<file path="config.mk">
export PLATFORM = sky130hd
export DESIGN_NAME = control_logic_unit_p
export DESIGN_NICKNAME = d
export VERILOG_FILES = /design/src/rtl/control_logic_unit_p.sv
export SDC_FILE = /design/constraint.sdc
export NUM_CORES = 1
export LEC_CHECK = 0
export ABC_CLOCK_PERIOD_IN_PS = 2000
export BUFFER_PORTS_ARGS = -buffer_cell sky130_fd_sc_hd__buf_4
export CAP_MARGIN = 15
export CORE_MARGIN = 4
export CORE_UTILIZATION = 45
export CTS_CLUSTER_SIZE = 8
export DETAILED_ROUTE_END_ITERATION = 16
export PLACE_DENSITY = 0.72
export SYNTH_ARGS = -nofsm -noshare
export SYNTH_HDL_FRONTEND = slang
export SYNTH_SLANG_ARGS = --single-unit
</file>
<file path="constraint.sdc">
create_clock -name CLK -period 2 [get_ports CLK]
set_input_delay 0.3 -clock CLK [delete_from_list [all_inputs] [get_ports CLK]]
set_output_delay 0.3 -clock CLK [all_outputs]
set_load 0.05 [all_outputs]
</file>
<file path="src/rtl/control_logic_unit_p.sv">
// rtl/control_logic_unit_p.sv - edge-triggered command decoder with delayed one-hot strobes
// Sticky overrun/bad-address status; soft clear rides in the command word MSB.
module control_logic_unit_p #(
  parameter int DATA_W   = 16,
  parameter int ADDR_LSB = 8,
  parameter int ADDR_W   = 5,
  parameter int N_REG    = 16,
  parameter int N_DIR    = 4,
  parameter int DELAY    = 3,
  parameter int PULSE_W  = 1,
  parameter int GAP      = 1
) (
  input  logic              CLK,
  input  logic              CLR_n,
  input  logic [DATA_W-1:0] data_in,
  output logic [N_REG-1:0]  strob_out_to_reg,
  output logic [N_DIR-1:0]  strob_out_to_dir,
  output logic              busy,
  output logic              overrun,
  output logic              bad_addr
);

  typedef enum logic [1:0] {S_IDLE, S_DELAY, S_STROBE, S_GAP} state_t;

  localparam int MAXC = (DELAY > PULSE_W) ? ((DELAY > GAP) ? DELAY : GAP)
                                          : ((PULSE_W > GAP) ? PULSE_W : GAP);
  localparam int CW = (MAXC < 2) ? 1 : $clog2(MAXC);
  localparam logic [CW-1:0] DLY_LD = CW'(DELAY - 1);
  localparam logic [CW-1:0] PW_LD  = CW'(PULSE_W - 1);
  localparam logic [CW-1:0] GAP_LD = CW'((GAP > 0) ? GAP - 1 : 0);
  localparam logic [ADDR_W:0] ADDR_LIM = (ADDR_W+1)'(N_REG + N_DIR);

  state_t            state_q, state_d;
  logic [CW-1:0]     cnt_q, cnt_d;
  logic [ADDR_W-1:0] addr_q, addr_d;
  logic [N_REG-1:0]  reg_q, reg_d, reg_sel;
  logic [N_DIR-1:0]  dir_q, dir_d, dir_sel;
  logic              req_q, req_d;
  logic              busy_q, busy_d;
  logic              ovr_q, ovr_d;
  logic              bad_q, bad_d;

  logic              soft_clr, req, req_edge, cnt_zero, done, can_accept, addr_bad;
  logic [ADDR_W-1:0] addr_in;
  logic              unused_data;

  assign soft_clr    = data_in[DATA_W-1];
  assign req         = data_in[DATA_W-2];
  assign addr_in     = data_in[ADDR_LSB+ADDR_W-1:ADDR_LSB];
  assign unused_data = ^data_in;
  assign req_edge    = req & ~req_q;
  assign cnt_zero    = (cnt_q == '0);

  // The last holdoff cycle already accepts a new edge, so back-to-back commands
  // are spaced exactly DELAY+PULSE_W+GAP edges apart.
  assign done = ((state_q == S_STROBE) && cnt_zero && (GAP == 0)) ||
                ((state_q == S_GAP) && cnt_zero);
  assign can_accept = (state_q == S_IDLE) || done;

  always_comb begin
    reg_sel = '0;
    dir_sel = '0;
    for (int i = 0; i < N_REG; i++) reg_sel[i] = (addr_q == ADDR_W'(i));
    for (int i = 0; i < N_DIR; i++) dir_sel[i] = ({1'b0, addr_q} == (ADDR_W+1)'(N_REG + i));
    addr_bad = ({1'b0, addr_q} >= ADDR_LIM);
  end

  always_comb begin
    state_d = state_q;
    cnt_d   = cnt_q;
    addr_d  = addr_q;
    reg_d   = reg_q;
    dir_d   = dir_q;
    busy_d  = busy_q;
    ovr_d   = ovr_q;
    bad_d   = bad_q;
    req_d   = req;
    if (soft_clr) begin
      state_d = S_IDLE;
      cnt_d   = '0;
      reg_d   = '0;
      dir_d   = '0;
      busy_d  = 1'b0;
      ovr_d   = 1'b0;
      bad_d   = 1'b0;
    end else begin
      case (state_q)
        S_DELAY: begin
          if (cnt_zero) begin
            state_d = S_STROBE;
            cnt_d   = PW_LD;
            reg_d   = reg_sel;
            dir_d   = dir_sel;
            if (addr_bad) bad_d = 1'b1;
          end else begin
            cnt_d = cnt_q - 1'b1;
          end
        end
        S_STROBE: begin
          if (cnt_zero) begin
            reg_d = '0;
            dir_d = '0;
            if (GAP == 0) begin
              state_d = S_IDLE;
              busy_d  = 1'b0;
              cnt_d   = '0;
            end else begin
              state_d = S_GAP;
              cnt_d   = GAP_LD;
            end
          end else begin
            cnt_d = cnt_q - 1'b1;
          end
        end
        S_GAP: begin
          if (cnt_zero) begin
            state_d = S_IDLE;
            busy_d  = 1'b0;
          end else begin
            cnt_d = cnt_q - 1'b1;
          end
        end
        default: ;
      endcase
      if (req_edge) begin
        if (can_accept) begin
          state_d = S_DELAY;
          cnt_d   = DLY_LD;
          addr_d  = addr_in;
          busy_d  = 1'b1;
        end else begin
          ovr_d = 1'b1;
        end
      end
    end
  end

  always_ff @(posedge CLK or negedge CLR_n) begin
    if (!CLR_n) begin
      state_q <= S_IDLE;
      cnt_q   <= '0;
      addr_q  <= '0;
      reg_q   <= '0;
      dir_q   <= '0;
      req_q   <= 1'b0;
      busy_q  <= 1'b0;
      ovr_q   <= 1'b0;
      bad_q   <= 1'b0;
    end else begin
      state_q <= state_d;
      cnt_q   <= cnt_d;
      addr_q  <= addr_d;
      reg_q   <= reg_d;
      dir_q   <= dir_d;
      req_q   <= req_d;
      busy_q  <= busy_d;
      ovr_q   <= ovr_d;
      bad_q   <= bad_d;
    end
  end

  assign strob_out_to_reg = reg_q;
  assign strob_out_to_dir = dir_q;
  assign busy             = busy_q;
  assign overrun          = ovr_q;
  assign bad_addr         = bad_q;

endmodule

</file>
==> results.yml <==
cts:
  postCtsSetupBuffers: 0
  clkTransAtPathRegs_ps: 100
  cts.sinks: 33
  cts_buffers: 5
  cts_tree: "done"
  clock_path_buffers: 2
  clockRootBuffer: "clkbuf_4"
  cts_max_level: 2
  clock_latency_ps: 320
placed_design:
  routabilityCongestion: 0.837
  dp_cells: 198
  place_ws_ps: 193
  dp_hpwl_um: 2360
  io_buffers: 31
yosys:
  syn-instance-count: 127
  syn_area_sq_um: 1510
  synth_cell_types: 32
  yosysMostFrequentCell: "dfrtp_1"
  syn_avg_cell_area_sq_um: 11.9
  synth_common_cells: "33 x dfrtp_1, 10 x o2bb2ai_1, 9 x o211ai_1, 8 x o31ai_1"
  synth_ff_type: "dfrtp_1"
  synth_area_leaders: "dfrtp_1 55%, o2bb2ai_1 5.8%, o211ai_1 4.5%"
  synth_top_cell_area_share_pct: 54.6
  synth_top_area_cell: "dfrtp_1"
  synth_fp_nets: 150
  synth-seq-cells: 33
  yosysSeqAreaShare_pct: 54.6
  ys_warn_count: 0
  synth_edf_count: 0
  async_flop_share_pct: 100
cells_and_area:
  fill_cells: 291
  areaGrowthSynthToFinish_pct: 20.9
  stdcell_count: 207
  drive_above_1_share_pct: 28.8
  utilization_pct: 58.4
  nets: 185
  largest_register_ffs: 16
  antenna_cells: 0
min_path:
  worstHoldPathType: "in -> reg"
setup_path:
  crit_type: "reg -> reg"
  cp_slowest_cell: "nor4b_1"
  worst-path-buf-inv: 1
  end_kind: "register"
  worstSetupStartpointType: "register"
  crit_chain: "inv_1 > ha_1 > nor4b_1 > nand2_1 > o31ai_1"
  required_ps: 2220
  crit_path_max_fanout: 5
  crit_arrival_ps: 2000
  crit_family: "simple AND/OR/NAND/NOR gates"
  cpPeakStageDelay_ps: 420
routing:
  finalWirelength_um: 3160
  dr_total_vias: 1155
  drt_iter0_drc: 49
  routedWlPerCell_um: 15.3
  dr.pass1.iters: 4
  vias_per_cell: 5.58
  postRouteAntennaNets: 0
  drc_errors: 0
sta:
  finalMaxSlewViolations: 0
  worst_slack_ps: 217
  finalSetupTns_ps: 0
  worst_pin_slew_ps: 471
  finalHoldViolCount: 0
  fmax_mhz: 561
  period_share_pct: 89.2
  timing.slew.headroom_pct: 68.5
  rsz0062_at_grt: "false"
  hold_slack_ps: 81.7
  clock_skew_ps: 1.85
  period_needed_ps: 1780
  setup_viol: 0
global_route:
  grt_overflow: 0
  grt_antenna_before_repair: 0
  grt_pass1_wl_um: 5350
  grt_max_degree: 34
  grt_pass1_vias: 1117
  track_usage_pct: 16.1
power:
  p_per_area_nw_per_um2: 1080
  ir_drop_v: 0.000666
  leakage_nw: 0.851
status:
  outcome: "completed"
die:
  core_region_area_sq_um: 3130
  die_h_um: 66.0
  die_area_sq_um: 4350
  rows: 20
  die_x_um: 66.0
  io_pins: 41
  initial_core_util_pct: 48.3
run:
  maxCapViolations: 0
-- what timing repair did --
item,4_1_cts,5_1_grt
hold buffers,1,0
hold endpoints to repair,33,0
setup endpoints to repair,0,2
resized for setup,0,1
-- logic make-up (layout without fill, tap and decap cells) --
kind of cell	after synthesis	after routing	share of synthesized area, %
flops	33	33	54.6
simple gates	28	28	10.4
buf+inv	11	47	4.47
compound gates	45	45	22.6
fa+ha+maj	5	5	4.14
mux	5	5	3.72
-- power by group --
| group | total [mW] | internal (mW) | switching (mW) |
|---|---|---|---|
| clock network | 0.347 | 0.134 | 0.213 |
| registers | 0.891 | 0.774 | 0.117 |
| logic | 0.731 | 0.253 | 0.478 |
| total | 1.97 | 1.16 | 0.808 |
-- area by class of cell --
class | count | area [sq um] | area share (%)
Sequential cell | 33 | 826 | 45.2
Multi-Input combinational cell | 83 | 619 | 33.9
Timing Repair Buffer | 34 | 258 | 14.1
Tap cell | 44 | 55.1 | 3.01
Clock buffer | 6 | 41.3 | 2.26
Inverter | 5 | 18.8 | 1.03
Clock inverter | 2 | 10.0 | 0.548
-- final timing paths --
path / start / endpoint / slack [ps] / depth (start not counted)
worst max-delay path: state_q[0] / strob_out_to_reg[15] / 220 / 5
worst min-delay path: data_in[14] / req_q / 80 / 1
worst max register to register: state_q[0] / strob_out_to_reg[15] / 220 / 5
worst min register to register: strob_out_to_reg[7] / strob_out_to_reg[7] / 500 / 1
max in group asynchronous: CLR_n / addr_q[1] / 1270 / 2
min in group asynchronous: CLR_n / strob_out_to_reg[14] / 440 / 2
-- through the flow --
| stage | total power [mW] | instance area (sq um) |
|---|---|---|
| after floorplan | 1.42 | 1510 |
| after global placement | 1.61 | 1770 |
| after detailed placement | 1.63 | 1770 |
| after CTS | 1.98 | 1830 |
| after global routing | 2.11 | 1830 |
| final | 1.97 | 1830 |
-- worst reg2reg max path, stage by stage, from the launching register on --
cell and delay, ps:
dfrtp_1 410, inv_1 100, ha_1 270, nor4b_1 420
nand2_1 200, o31ai_1 290
-- per-layer routing --
metal	share of wire (%)	routed length [um]	GRT usage, %
met1	47	1480	21.4
met2	46	1450	24.9
met3	6.9	217	5.78
met4	0.48	15	4.31
met5	0	0	0
-- cell usage in the layout, fill, tap and decap left out, types with 8 or more instances in the layout --
cell type,instances
buf_4,33
o31ai_1,8
o211ai_1,9
dfrtp_1,33
o2bb2ai_1,10
(Power assumes the default switching activity.)
